===== config.mk =====
export PLATFORM = sky130hd
export DESIGN_NAME = conv_job_sequencer
export DESIGN_NICKNAME = d
export VERILOG_FILES = /design/src/rtl/conv_job_sequencer.sv
export SDC_FILE = /design/constraint.sdc
export NUM_CORES = 1
export LEC_CHECK = 0
export ABC_AREA = 1
export BUFFER_PORTS_ARGS = -buffer_cell sky130_fd_sc_hd__buf_2
export CAP_MARGIN = 10
export CORE_MARGIN = 10
export CORE_UTILIZATION = 58
export DETAILED_ROUTE_END_ITERATION = 7
export PLACE_DENSITY = 0.76
export SKIP_CTS_REPAIR_TIMING = 1
export SLEW_MARGIN = 10
export SYNTH_ARGS = -nofsm -noshare
export SYNTH_HDL_FRONTEND = slang
export SYNTH_SLANG_ARGS = --single-unit

===== constraint.sdc =====
create_clock -name clk -period 3.3 [get_ports clk]
set_input_delay 0.33 -clock clk [delete_from_list [all_inputs] [get_ports clk]]
set_output_delay 0.33 -clock clk [all_outputs]
set_load 0.02 [all_outputs]

===== src/rtl/conv_job_sequencer.sv =====
// conv_job_sequencer
// Queues convolution jobs from a host and runs them one at a time on the
// convolution core. Each run is supervised with a Z-write counter and a
// watchdog. A result record (write count + error code) is returned per job
// through a valid/ready handshake.
//
// Ports
//   clk, rstn                    clock, asynchronous active-low reset
//   job_valid/job_ready          host job handshake (job_ready = !full && !abort)
//   job_sizeX/job_sizeY/job_shape  job configuration (shape 0 = full, 1 = same)
//   abort                        flush queue, terminate the running job
//   conv_start                   start level to the core, held until busy seen
//   conv_sizeX/conv_sizeY/conv_shape  registered job configuration to the core
//   conv_busy/conv_done/conv_writeZ   core status, done pulse, Z write strobe
//   res_valid/res_ready          result handshake
//   res_len                      Z writes counted for the job (saturating)
//   res_err                      00 ok, 01 length mismatch, 10 timeout, 11 rejected/aborted
//   busy                         sequencer not idle or queue non-empty
module conv_job_sequencer #(
  parameter int SIZE_W         = 5,
  parameter int ZADDR_W        = 6,
  parameter int FIFO_DEPTH     = 4,
  parameter int TIMEOUT_CYCLES = 1023
) (
  input  logic               clk,
  input  logic               rstn,
  input  logic               job_valid,
  output logic               job_ready,
  input  logic [SIZE_W-1:0]  job_sizeX,
  input  logic [SIZE_W-1:0]  job_sizeY,
  input  logic               job_shape,
  input  logic               abort,
  output logic               conv_start,
  output logic [SIZE_W-1:0]  conv_sizeX,
  output logic [SIZE_W-1:0]  conv_sizeY,
  output logic               conv_shape,
  input  logic               conv_busy,
  input  logic               conv_done,
  input  logic               conv_writeZ,
  output logic               res_valid,
  output logic [ZADDR_W-1:0] res_len,
  output logic [1:0]         res_err,
  input  logic               res_ready,
  output logic               busy
);

  localparam int PTR_W = (FIFO_DEPTH > 1) ? $clog2(FIFO_DEPTH) : 1;
  localparam int WD_W  = $clog2(TIMEOUT_CYCLES + 1);
  localparam logic [PTR_W:0]  DEPTH_C  = (PTR_W + 1)'(FIFO_DEPTH);
  localparam logic [WD_W-1:0] WD_LAST  = WD_W'(TIMEOUT_CYCLES - 1);

  typedef enum logic [1:0] {
    S_IDLE,
    S_START,
    S_WAIT,
    S_REPORT
  } state_t;

  state_t state;

  // ---------------- job queue ----------------
  logic [SIZE_W-1:0] fifo_x     [FIFO_DEPTH];
  logic [SIZE_W-1:0] fifo_y     [FIFO_DEPTH];
  logic              fifo_shape [FIFO_DEPTH];
  logic [PTR_W-1:0]  wr_ptr;
  logic [PTR_W-1:0]  rd_ptr;
  logic [PTR_W:0]    count;
  logic              full;
  logic              empty;
  logic              push;
  logic              pop;
  logic [SIZE_W-1:0] head_x;
  logic [SIZE_W-1:0] head_y;
  logic              head_shape;

  assign full       = (count == DEPTH_C);
  assign empty      = (count == '0);
  assign job_ready  = !full && !abort;
  assign push       = job_valid && job_ready;
  // abort in IDLE flushes the queue, so nothing may be popped that cycle
  assign pop        = (state == S_IDLE) && !empty && !abort;
  assign head_x     = fifo_x[rd_ptr];
  assign head_y     = fifo_y[rd_ptr];
  assign head_shape = fifo_shape[rd_ptr];
  assign busy       = (state != S_IDLE) || !empty;

  always_ff @(posedge clk) begin
    if (push) begin
      fifo_x[wr_ptr]     <= job_sizeX;
      fifo_y[wr_ptr]     <= job_sizeY;
      fifo_shape[wr_ptr] <= job_shape;
    end
  end

  always_ff @(posedge clk or negedge rstn) begin
    if (!rstn) begin
      wr_ptr <= '0;
      rd_ptr <= '0;
      count  <= '0;
    end else if (abort) begin
      wr_ptr <= '0;
      rd_ptr <= '0;
      count  <= '0;
    end else begin
      if (push) wr_ptr <= wr_ptr + 1'b1;
      if (pop)  rd_ptr <= rd_ptr + 1'b1;
      unique case ({push, pop})
        2'b10:   count <= count + 1'b1;
        2'b01:   count <= count - 1'b1;
        default: ;
      endcase
    end
  end

  // ---------------- run supervision ----------------
  logic [ZADDR_W-1:0] zcnt;
  logic [ZADDR_W-1:0] zcnt_next;
  logic [WD_W-1:0]    wdog;
  logic [ZADDR_W-1:0] exp_len;
  logic               running;
  logic               wd_expire;
  logic               finish;
  logic [1:0]         finish_err;

  assign running   = (state == S_START) || (state == S_WAIT);
  // the write seen in the terminating cycle still belongs to the job
  assign zcnt_next = (running && conv_writeZ && (zcnt != '1)) ? zcnt + 1'b1 : zcnt;
  assign wd_expire = running && (wdog == WD_LAST);
  assign exp_len   = conv_shape ? ZADDR_W'(conv_sizeX)
                                : ZADDR_W'(conv_sizeX) + ZADDR_W'(conv_sizeY) - ZADDR_W'(1);

  // termination cause, highest priority first: abort, timeout, done
  always_comb begin
    finish     = 1'b0;
    finish_err = 2'b00;
    if (abort) begin
      finish     = 1'b1;
      finish_err = 2'b11;
    end else if (wd_expire) begin
      finish     = 1'b1;
      finish_err = 2'b10;
    end else if (conv_done) begin
      finish     = 1'b1;
      finish_err = (zcnt_next == exp_len) ? 2'b00 : 2'b01;
    end
  end

  // ---------------- sequencer FSM ----------------
  always_ff @(posedge clk or negedge rstn) begin
    if (!rstn) begin
      state      <= S_IDLE;
      conv_start <= 1'b0;
      conv_sizeX <= '0;
      conv_sizeY <= '0;
      conv_shape <= 1'b0;
      res_valid  <= 1'b0;
      res_len    <= '0;
      res_err    <= 2'b00;
      zcnt       <= '0;
      wdog       <= '0;
    end else begin
      unique case (state)
        S_IDLE: begin
          if (pop) begin
            conv_sizeX <= head_x;
            conv_sizeY <= head_y;
            conv_shape <= head_shape;
            zcnt       <= '0;
            wdog       <= '0;
            if ((head_x == '0) || (head_y == '0)) begin
              state     <= S_REPORT;
              res_valid <= 1'b1;
              res_len   <= '0;
              res_err   <= 2'b11;
            end else begin
              state      <= S_START;
              conv_start <= 1'b1;
            end
          end
        end
        S_START, S_WAIT: begin
          zcnt <= zcnt_next;
          wdog <= wdog + 1'b1;
          if (finish) begin
            state      <= S_REPORT;
            conv_start <= 1'b0;
            res_valid  <= 1'b1;
            res_len    <= zcnt_next;
            res_err    <= finish_err;
          end else if ((state == S_START) && conv_busy) begin
            state      <= S_WAIT;
            conv_start <= 1'b0;
          end
        end
        S_REPORT: begin
          if (res_ready) begin
            state     <= S_IDLE;
            res_valid <= 1'b0;
          end
        end
        default: state <= S_IDLE;
      endcase
    end
  end

endmodule


==> results of run 1 <==
==> cell usage after synthesis, types with 2 or more instances <==
cell | count | share of area, %
a21oi_1 | 12 | 1.3
a31oi_1 | 2 | 0.27
buf_2 | 5 | 0.54
buf_6 | 3 | 0.73
clkbuf_1 | 2 | 0.16
dfrtp_1 | 46 | 25
edfxtp_1 | 44 | 28
fa_1 | 2 | 0.86
ha_1 | 19 | 5.1
inv_1 | 72 | 5.8
inv_2 | 7 | 0.57
nand2_1 | 170 | 14
nand2_4 | 2 | 0.49
nand3_1 | 41 | 4.4
nand3_2 | 2 | 0.43
nand3b_1 | 2 | 0.32
nand4_1 | 5 | 0.67
nor2_1 | 33 | 2.7
nor2_2 | 2 | 0.27
nor3_1 | 5 | 0.54
o211ai_1 | 4 | 0.65
o21ai_0 | 39 | 4.2
o21ai_1 | 3 | 0.32
o22ai_1 | 2 | 0.27
xor2_1 | 3 | 0.57
==> metrics by stage <==
stage / setup WS (ns) / utilization [%]
3_5_place_dp: 0.9001 / 63.69
3_3_place_gp: 1.029 / 63.69
5_1_grt: 0.6123 / 66.43
2_1_floorplan: 0.9666 / -
4_1_cts: 0.8130 / 66.43
6_report: 0.8103 / 66.43
==> registers in the layout (all words and copies together), names as in the netlist <==
signal	cells
wr_ptr	2
state	2
conv_shape	1
conv_sizeY	5
conv_sizeX	5
wdog	10
res_len	6
fifo_y	20
res_valid	1
conv_start	1
res_err	2
fifo_x	20
fifo_shape	4
rd_ptr	2
zcnt	6
count	3
==> logic make-up (layout without fill, tap and decap cells) <==
family          count (synthesis)  count (layout)
flops                          90              90
xor+xnor                        4               4
compound gates                 67              67
buf+inv                        90             142
simple gates                  265             265
fa+ha+maj                      21              21
==> final cells by class <==
class	instances	area (sq um)	area share, %
Clock buffer	9	123.9	2.401
Sequential cell	90	2472	47.91
Clock inverter	7	88.84	1.722
Inverter	80	300.3	5.820
Tap cell	102	127.6	2.473
Timing Repair Buffer	46	242.7	4.704
Multi-Input combinational cell	357	1804	34.97
==> worst max-delay path by stage <==
stage | endpoint | from | slack [ns] | depth (start not counted)
6_report | count[2] | state[0] | 0.81 | 13
5_1_grt | count[2] | state[0] | 0.61 | 13
4_1_cts | count[2] | state[0] | 0.81 | 13
3_5_place_dp | count[2] | state[0] | 0.90 | 13
3_3_place_gp | count[2] | state[0] | 1.03 | 13
2_1_floorplan | count[2] | count[0] | 0.97 | 10
==> per-layer routing <==
layer / part of all wire, % / vias to the layer above / track usage, %
met5: 0 / - / 0
met4: 2.0 / 0 / 7.156
met3: 4.8 / 16 / 2.984
met2: 46 / 76 / 27.09
met1: 47 / 1671 / 22.08
li1: - / 1835 / -
==> where the power goes <==
part           switching, mW  leakage, nW  internal (mW)
clock                  0.431        0.106          0.371
combinational           1.46         1.35          0.712
sequential             0.177        0.991           1.41
==> flow_metrics.py, run 1 <==
metrics = {
    "route": {
        "avgRoutedWirePerCell_um": 13.85,
        "drt_wl_total_um": 9567,
        "drt_iter0_markers": 254,
        "drtAntennaViolNets": 0,
        "vias": 3598,
        "drc": 0,
        "drtPass1Iterations": 5,
        "via_per_inst": 5.207,
    },
    "logic_synthesis": {
        "synthArstFlopShare_pct": 51.11,
        "yosys.cell_types.count": 35,
        "synth_seq_cells": 90,
        "synth.area.mux_share_pct": 0,
        "synthCells": 537,
        "postSynthAreaPerCell_sq_um": 8.647,
        "synth_top_family_by_area": "simple AND/OR/NAND/NOR gates",
        "syn-num-nets": 577,
        "synthAdderAreaFrac_pct": 5.982,
        "synth-simple-area-share_pct": 23.96,
        "synth-compound-area-share_pct": 8.165,
        "synthesis.area_sq_um": 4643,
        "ys_seq_area_share_pct": 53.25,
        "yosys_warnings": 0,
        "synth_edf_count": 44,
        "synthFlopType": "dfrtp_1",
        "yosys.area_share.xor_xnor_pct": 0.7545,
    },
    "sta": {
        "tightest_slew_ns": 1.043,
        "maxSlewHeadroom_pct": 30.45,
        "period_share_pct": 75.45,
        "fmax_mhz": 401.6,
        "finalSetupViolations": 0,
        "holdWs_ns": 0.1328,
        "hold_viol": 0,
        "finClkSkew_ns": 0.01300,
        "rsz0062_at_grt": "no",
        "maxSlewViolCount": 0,
        "fin_crit_ns": 2.490,
        "fin_tns_setup_ns": 0,
    },
    "layout": {
        "final_common_cell": "nand2_1",
        "fin_nets": 624,
        "nFillCells": 631,
        "area_growth_pct": 11.13,
        "layout_common_cells": "nand2_1 (170), inv_1 (72), dfrtp_1 (46), edfxtp_1 (44)",
        "drive_gt1_share_pct": 13.41,
        "stdcell_count": 691,
        "n_antenna_cell": 0,
        "final_area_sq_um": 5160,
    },
    "global_routing": {
        "overflow": 0,
        "grt_pass1_wl_um": 16170,
        "grt_usage_pct": 16.87,
        "first_global_vias": 3516,
        "antenna_found_initial": 0,
        "grt_max_degree": 47,
    },
    "worst_setup_path": {
        "timing.rr.end": "count[2]",
        "rrSetupSlack_ns": 0.81,
        "cp.required_ns": 3.58,
        "path_class": "reg -> reg",
        "worstPathCellList": "inv_1 -> ha_1 -> inv_1 -> a31oi_4 -> nand2_4 -> inv_2 -> nand2_1 -> inv_1 -> fa_1 -> xnor2_1 -> xor2_1 -> nand2_1 -> o21ai_0",
        "crit_top_cell": "inv_1",
        "reg2regPathDepth": 13,
        "worst-path-max-fanout": 19,
        "critPathLaunchType": "flip-flop",
        "arrival_ns": 2.77,
        "crit_path_end_kind": "flip-flop",
        "r2r-start": "state[0]",
        "slowest_stage": "fa_1",
        "max_stage_delay_ns": 0.40,
        "crit_family": "adder cells",
        "cp_num_buf_inv": 4,
    },
    "clock_network": {
        "cts_max_path_buffers": 2,
        "root_buffer": "clkbuf_8",
        "path_clk_slew_ns": 0.10,
        "insertion_delay_ns": 0.37,
        "cts_sinks": 90,
        "htreeDepth": 3,
        "numCtsBuffers": 9,
        "cts_tree": "yes",
    },
    "floorplan": {
        "io_pins": 42,
        "die_area_sq_um": 11980,
        "rows": 32,
        "die_h_um": 109.5,
        "coreArea_sq_um": 7767,
        "die_width_um": 109.5,
        "initial_core_util_pct": 59.78,
    },
    "worst_hold_path": {
        "hold_class": "in -> async",
    },
    "run_status": {
        "outcome": "finished, final reports clean",
    },
    "place": {
        "place_area_sq_um": 4947,
        "placed_cells": 675,
        "portBuffers": 41,
        "place_congestion": 0.9630,
        "hpwl_um": 7126,
    },
    "power_and_ir_drop": {
        "leakage_nw": 2.444,
        "finalPower_mw": 4.556,
        "p_per_area_nw_per_um2": 883.0,
        "vdd_drop_max_v": 0.0004453,
    },
    "flow_run": {
        "cap_violations": 0,
    },
}
Note: power is estimated with default switching activity, not from simulation.
==> inputs of run 2 (changes only) <==
--- a/config.mk
+++ b/config.mk
@@ -9,9 +9,9 @@
 export BUFFER_PORTS_ARGS = -buffer_cell sky130_fd_sc_hd__buf_2
 export CAP_MARGIN = 10
 export CORE_MARGIN = 10
-export CORE_UTILIZATION = 58
+export CORE_UTILIZATION = 54
 export DETAILED_ROUTE_END_ITERATION = 7
-export PLACE_DENSITY = 0.76
+export PLACE_DENSITY = 0.74
 export SKIP_CTS_REPAIR_TIMING = 1
 export SLEW_MARGIN = 10
 export SYNTH_ARGS = -nofsm -noshare
==> constraint.sdc (replaced) <==
create_clock -name clk -period 2.01 [get_ports clk]
set_input_delay 0.201 -clock clk [delete_from_list [all_inputs] [get_ports clk]]
set_output_delay 0.201 -clock clk [all_outputs]
set_load 0.02 [all_outputs]
==> run 2 against run 1 <==
Compared with the run above:
- the flow now finishes with violations (setup timing)
- sequential share of layout area decreased by 3.1 points
- fmax increased by 16%
- die area increased by 6.0%
- sequential power increased by 63%
- sequential cell count unchanged
- highest routed layer unchanged
==> flow_metrics.py, run 2 (same netlist as run 1, synthesis figures left out) <==
metrics = {
    "layout": {
        "area_growth_pct": 18.97,
        "reg_top3": "fifo_x (20), fifo_y (20), wdog (10)",
        "drive_gt1_share_pct": 22.19,
        "multiInputGateArea_sq_um": 1916,
        "nFillCells": 671,
        "final_common_cell": "nand2_1",
        "n_antenna_cell": 0,
        "final-seq-area_sq_um": 2475,
        "fin_nets": 657,
        "final_area_sq_um": 5524,
        "stdcell_count": 727,
        "layout_common_cells": "nand2_1 (168), inv_1 (64), dfrtp_1 (44), edfxtp_1 (44), buf_2 (41)",
    },
    "sta": {
        "tightest_slew_ns": 0.5590,
        "holdWs_ns": 0.03906,
        "fin_crit_ns": 2.146,
        "setup_slack_ns": -0.1356,
        "period_share_pct": 106.7,
        "maxSlewViolCount": 0,
        "hold_viol": 0,
        "finClkSkew_ns": 0.009060,
        "rsz0062_at_grt": "yes",
        "maxSlewHeadroom_pct": 62.73,
        "finalSetupViolations": 1,
        "fmax_mhz": 466.1,
    },
    "place": {
        "place_congestion": 0.9240,
        "portBuffers": 41,
        "pre_cts_ws_ns": -0.1314,
        "hpwl_um": 7934,
        "placed_cells": 708,
        "place_area_sq_um": 5238,
    },
    "floorplan": {
        "initial_core_util_pct": 55.95,
        "coreArea_sq_um": 8299,
        "die_width_um": 112.7,
        "die_h_um": 112.7,
        "rows": 33,
        "die_area_sq_um": 12710,
        "io_pins": 42,
    },
    "worst_setup_path": {
        "timing.rr.end": "res_err[0]",
        "reg2regPathDepth": 16,
        "rrSetupSlack_ns": -0.14,
        "path_class": "reg -> reg",
        "crit_start": "conv_sizeX[1]",
        "worst-path-max-fanout": 3,
        "critPathLaunchType": "flip-flop",
        "arrival_ns": 2.44,
        "r2r-start": "conv_sizeX[1]",
        "crit_path_end_kind": "flip-flop",
        "cp.required_ns": 2.31,
    },
    "route": {
        "drtAntennaViolNets": 0,
        "drc": 0,
        "drt_iter0_markers": 277,
        "drtPass1Iterations": 5,
        "avgRoutedWirePerCell_um": 14.70,
        "vias": 3806,
        "drt_wl_total_um": 10680,
        "via_per_inst": 5.235,
    },
    "global_routing": {
        "grt_pass1_wl_um": 17540,
        "grt_usage_pct": 16.63,
        "first_global_vias": 3694,
        "grt_max_degree": 26,
        "overflow": 0,
        "antenna_found_initial": 0,
    },
    "clock_network": {
        "cts_sinks": 90,
        "htreeDepth": 3,
        "cts_max_path_buffers": 2,
        "cts_tree": "yes",
        "insertion_delay_ns": 0.37,
        "root_buffer": "clkbuf_8",
        "path_clk_slew_ns": 0.10,
        "numCtsBuffers": 9,
    },
    "power_and_ir_drop": {
        "finalPower_mw": 8.253,
        "p_per_area_nw_per_um2": 1494,
        "vdd_drop_max_v": 0.0009060,
        "leakage_nw": 2.597,
    },
    "worst_hold_path": {
        "hold_class": "in -> reg",
        "hold_depth": 1,
        "whs_endpoint": "fifo_y[0][2]",
        "min_from": "job_sizeY[2]",
    },
    "run_status": {
        "outcome": "finished, violations left",
        "violations": "setup timing",
    },
    "flow_run": {
        "cap_violations": 0,
    },
}
run 2: cell types whose count changed in the layout (fill, tap and decap cells not counted), sizes merged:
| cell | before | now |
|---|---|---|
| bufinv | 1 | 0 |
| inv | 84 | 83 |
| dlygate4sd3 | 0 | 1 |
| clkinvlp | 1 | 3 |
| buf | 46 | 78 |
run 2: worst max-delay path: stages, from the launching register on:
cell and delay (ns):
dfrtp_2 0.38, inv_2 0.05, ha_4 0.26, inv_2 0.03
ha_4 0.15, fa_2 0.36, nand3_2 0.11, nand3_2 0.07
nand2_2 0.07, nand2_1 0.05, nor2_1 0.11, nand3_1 0.08
nand2_1 0.06, nor2_1 0.04, nand2_1 0.08, nand2_1 0.07
a21oi_2 0.12
run 2: how the worst max path moves through the flow:
stage / slack [ns] / endpoint
6_report: -0.14 / res_err[0]
2_1_floorplan: -0.05 / count[2]
3_3_place_gp: -0.05 / res_err[0]
5_1_grt: -0.19 / res_err[0]
3_5_place_dp: -0.13 / res_err[0]
4_1_cts: -0.15 / res_err[0]
run 2: cell type report:
| class | count | area share [%] |
|---|---|---|
| Inverter | 80 | 5.595 |
| Clock buffer | 9 | 2.242 |
| Sequential cell | 90 | 44.80 |
| Timing Repair Buffer | 79 | 9.219 |
| Tap cell | 105 | 2.378 |
| Clock inverter | 7 | 1.087 |
| Multi-Input combinational cell | 357 | 34.68 |
run 2: routing by layer:
layer,track usage [%],vias to the layer above,part of all wire (%)
met5,0,-,0
met4,5.584,0,1.5
met3,2.853,14,3.7
met2,27.57,82,50
met1,21.52,1812,45
li1,-,1898,-
run 2: power by group:
group / switching, mW / internal [mW] / leakage, nW
Combinational: 2.78 / 1.72 / 1.52
Clock: 0.715 / 0.473 / 0.0901
Sequential: 0.257 / 2.31 / 0.988
Total: 3.75 / 4.50 / 2.60
run 2: metrics by stage:
| step | TNS, ns | util [%] |
|---|---|---|
| global route | -0.2154 | 66.56 |
| floorplan | -0.08908 | - |
| detailed placement | -0.1816 | 63.11 |
| CTS | -0.2334 | 65.32 |
| global placement | -0.04519 | 63.11 |
| finish | -0.1356 | 66.56 |
==> inputs of run 3 (changes only) <==
--- a/config.mk
+++ b/config.mk
@@ -9,9 +9,9 @@
 export BUFFER_PORTS_ARGS = -buffer_cell sky130_fd_sc_hd__buf_2
 export CAP_MARGIN = 10
 export CORE_MARGIN = 10
-export CORE_UTILIZATION = 54
+export CORE_UTILIZATION = 58
 export DETAILED_ROUTE_END_ITERATION = 7
-export PLACE_DENSITY = 0.74
+export PLACE_DENSITY = 0.76
 export SKIP_CTS_REPAIR_TIMING = 1
 export SLEW_MARGIN = 10
 export SYNTH_ARGS = -nofsm -noshare
==> constraint.sdc (replaced) <==
create_clock -name clk -period 2 [get_ports clk]
set_input_delay 0.2 -clock clk [delete_from_list [all_inputs] [get_ports clk]]
set_output_delay 0.2 -clock clk [all_outputs]
set_load 0.02 [all_outputs]
==> run 3 against run 2 <==
Compared with the run above:
- the run still ends with setup timing left
- global-route usage is 0.63 points higher
- highest routed layer unchanged
- critical endpoint unchanged
- worst hold slack got worse by 0.0018 ns
- sequential power is essentially flat
- die area shrank 5.7%
- count of clock-buffer cells in the layout is the same
- combinational power about the same
- critical path depth shrank 1
==> flow_metrics.py, run 3 (same netlist as run 1, synthesis figures left out) <==
metrics = {
    "layout": {
        "fin_nets": 665,
        "final_common_cell": "nand2_1",
        "n_antenna_cell": 0,
        "reg_top3": "fifo_x (20), fifo_y (20), wdog (10)",
        "stdcell_count": 732,
        "layout_common_cells": "nand2_1 (168), inv_1 (65), edfxtp_1 (44), dfrtp_1 (43), buf_4 (42)",
        "drive_gt1_share_pct": 22.86,
        "nFillCells": 603,
        "fin_util_pct": 71.86,
        "area_growth_pct": 20.21,
    },
    "sta": {
        "finClkSkew_ns": 0.008564,
        "period_share_pct": 104.5,
        "rsz0062_at_grt": "yes",
        "fmax_mhz": 478.6,
        "setup_slack_ns": -0.08938,
        "maxSlewViolCount": 0,
        "hold_viol": 0,
        "maxSlewHeadroom_pct": 48.16,
        "fin_crit_ns": 2.089,
        "fin_tns_setup_ns": -0.08938,
        "finalSetupViolations": 1,
        "tightest_slew_ns": 0.7776,
    },
    "global_routing": {
        "antenna_found_initial": 0,
        "grt_pass1_wl_um": 16480,
        "overflow": 0,
        "first_global_vias": 3596,
        "grt_max_degree": 34,
        "grt_usage_pct": 17.26,
    },
    "worst_setup_path": {
        "path_class": "reg -> reg",
        "reg2regPathDepth": 15,
        "worstPathCellList": "inv_2 -> ha_4 -> inv_2 -> ha_4 -> fa_2 -> a21oi_2 -> o21ai_1 -> nand2_1 -> nand3_1 -> nand2_1 -> nand2_1 -> nor2_1 -> nand2_1 -> nand2_1 -> a21oi_2",
        "crit_top_cell": "nand2_1",
        "max_stage_delay_ns": 0.38,
        "arrival_ns": 2.36,
        "slowest_stage": "dfrtp_2",
        "cp.required_ns": 2.27,
        "critPathLaunchType": "flip-flop",
        "worst-path-max-fanout": 3,
        "crit_path_end_kind": "flip-flop",
    },
    "clock_network": {
        "numCtsBuffers": 9,
        "cts_max_path_buffers": 2,
        "root_buffer": "clkbuf_8",
        "htreeDepth": 3,
        "cts_tree": "yes",
        "cts_sinks": 90,
        "path_clk_slew_ns": 0.10,
        "insertion_delay_ns": 0.37,
    },
    "route": {
        "drt_wl_total_um": 9897,
        "drt_iter0_markers": 246,
        "avgRoutedWirePerCell_um": 13.52,
        "vias": 3712,
        "drtAntennaViolNets": 0,
        "drtPass1Iterations": 4,
        "drc": 0,
        "via_per_inst": 5.071,
    },
    "floorplan": {
        "initial_core_util_pct": 59.78,
        "die_width_um": 109.5,
        "rows": 32,
        "io_pins": 42,
        "coreArea_sq_um": 7767,
        "die_h_um": 109.5,
        "die_area_sq_um": 11980,
    },
    "flow_run": {
        "cap_violations": 0,
    },
    "worst_hold_path": {
        "hold_class": "in -> reg",
        "hold_depth": 1,
    },
    "place": {
        "place_congestion": 0.8923,
        "portBuffers": 41,
        "placed_cells": 712,
        "hpwl_um": 7458,
    },
    "run_status": {
        "outcome": "finished, violations left",
        "violations": "setup timing",
    },
    "power_and_ir_drop": {
        "leakage_nw": 2.638,
        "vdd_drop_max_v": 0.0008979,
        "p_per_area_nw_per_um2": 1484,
    },
}
-- run 3: worst paths after layout --
path / slack, ns / to / start
min in group asynchronous: 0.44 / conv_sizeY[3] / rstn
min: 0.04 / fifo_x[0][1] / job_sizeX[1]
max in group asynchronous: 0.93 / rd_ptr[0] / rstn
min reg2reg: 0.49 / res_len[2] / res_len[2]
max reg2reg: -0.09 / res_err[0] / conv_sizeY[1]
max: -0.09 / res_err[0] / conv_sizeY[1]
-- run 3: through the flow --
| step | power, mW | instance area [sq um] | setup WS [ns] | hold slack [ns] |
|---|---|---|---|---|
| after floorplan | 5.508 | 4692 | -0.06311 | -0.09559 |
| after global placement | 6.720 | 5286 | -0.04452 | 0.3109 |
| after detailed placement | 6.853 | 5286 | -0.08366 | 0.3255 |
| after CTS | 8.062 | 5477 | -0.1021 | -0.08847 |
| after global routing | 9.120 | 5582 | -0.3045 | 0.02644 |
| final | 8.285 | 5582 | -0.08938 | 0.03727 |
-- run 3: final cells by class --
class	instances	area (sq um)	area share [%]
sequential	90	2476	44.36
multi-input combinational	357	1906	34.14
timing repair buffer	87	573.1	10.27
inverter	80	309.0	5.537
tap	102	127.6	2.286
clock buffer	9	123.9	2.219
clock inverter	7	66.31	1.188
-- run 3: power breakdown --
part | switching (mW) | total (mW) | internal [mW] | leakage, nW
sequential | 0.266 | 2.59 | 2.33 | 0.987
combinational | 2.71 | 4.49 | 1.78 | 1.56
clock | 0.714 | 1.20 | 0.486 | 0.0922
-- run 3: worst max-delay path, delay by kind of cell, from the launching register on --
family | cells | cell delay (ns)
compound gates | 3 | 0.26
fa+ha+maj | 3 | 0.77
buf+inv | 2 | 0.08
flops | 1 | 0.38
simple gates | 7 | 0.50
-- run 3: routing by layer --
metal | vias up | part of all wire (%) | global-route usage (%)
met5 | - | 0 | 0
met4 | 0 | 1.5 | 6.041
met3 | 14 | 4.6 | 3.862
met2 | 71 | 48 | 27.77
met1 | 1712 | 46 | 22.53
li1 | 1915 | - | -
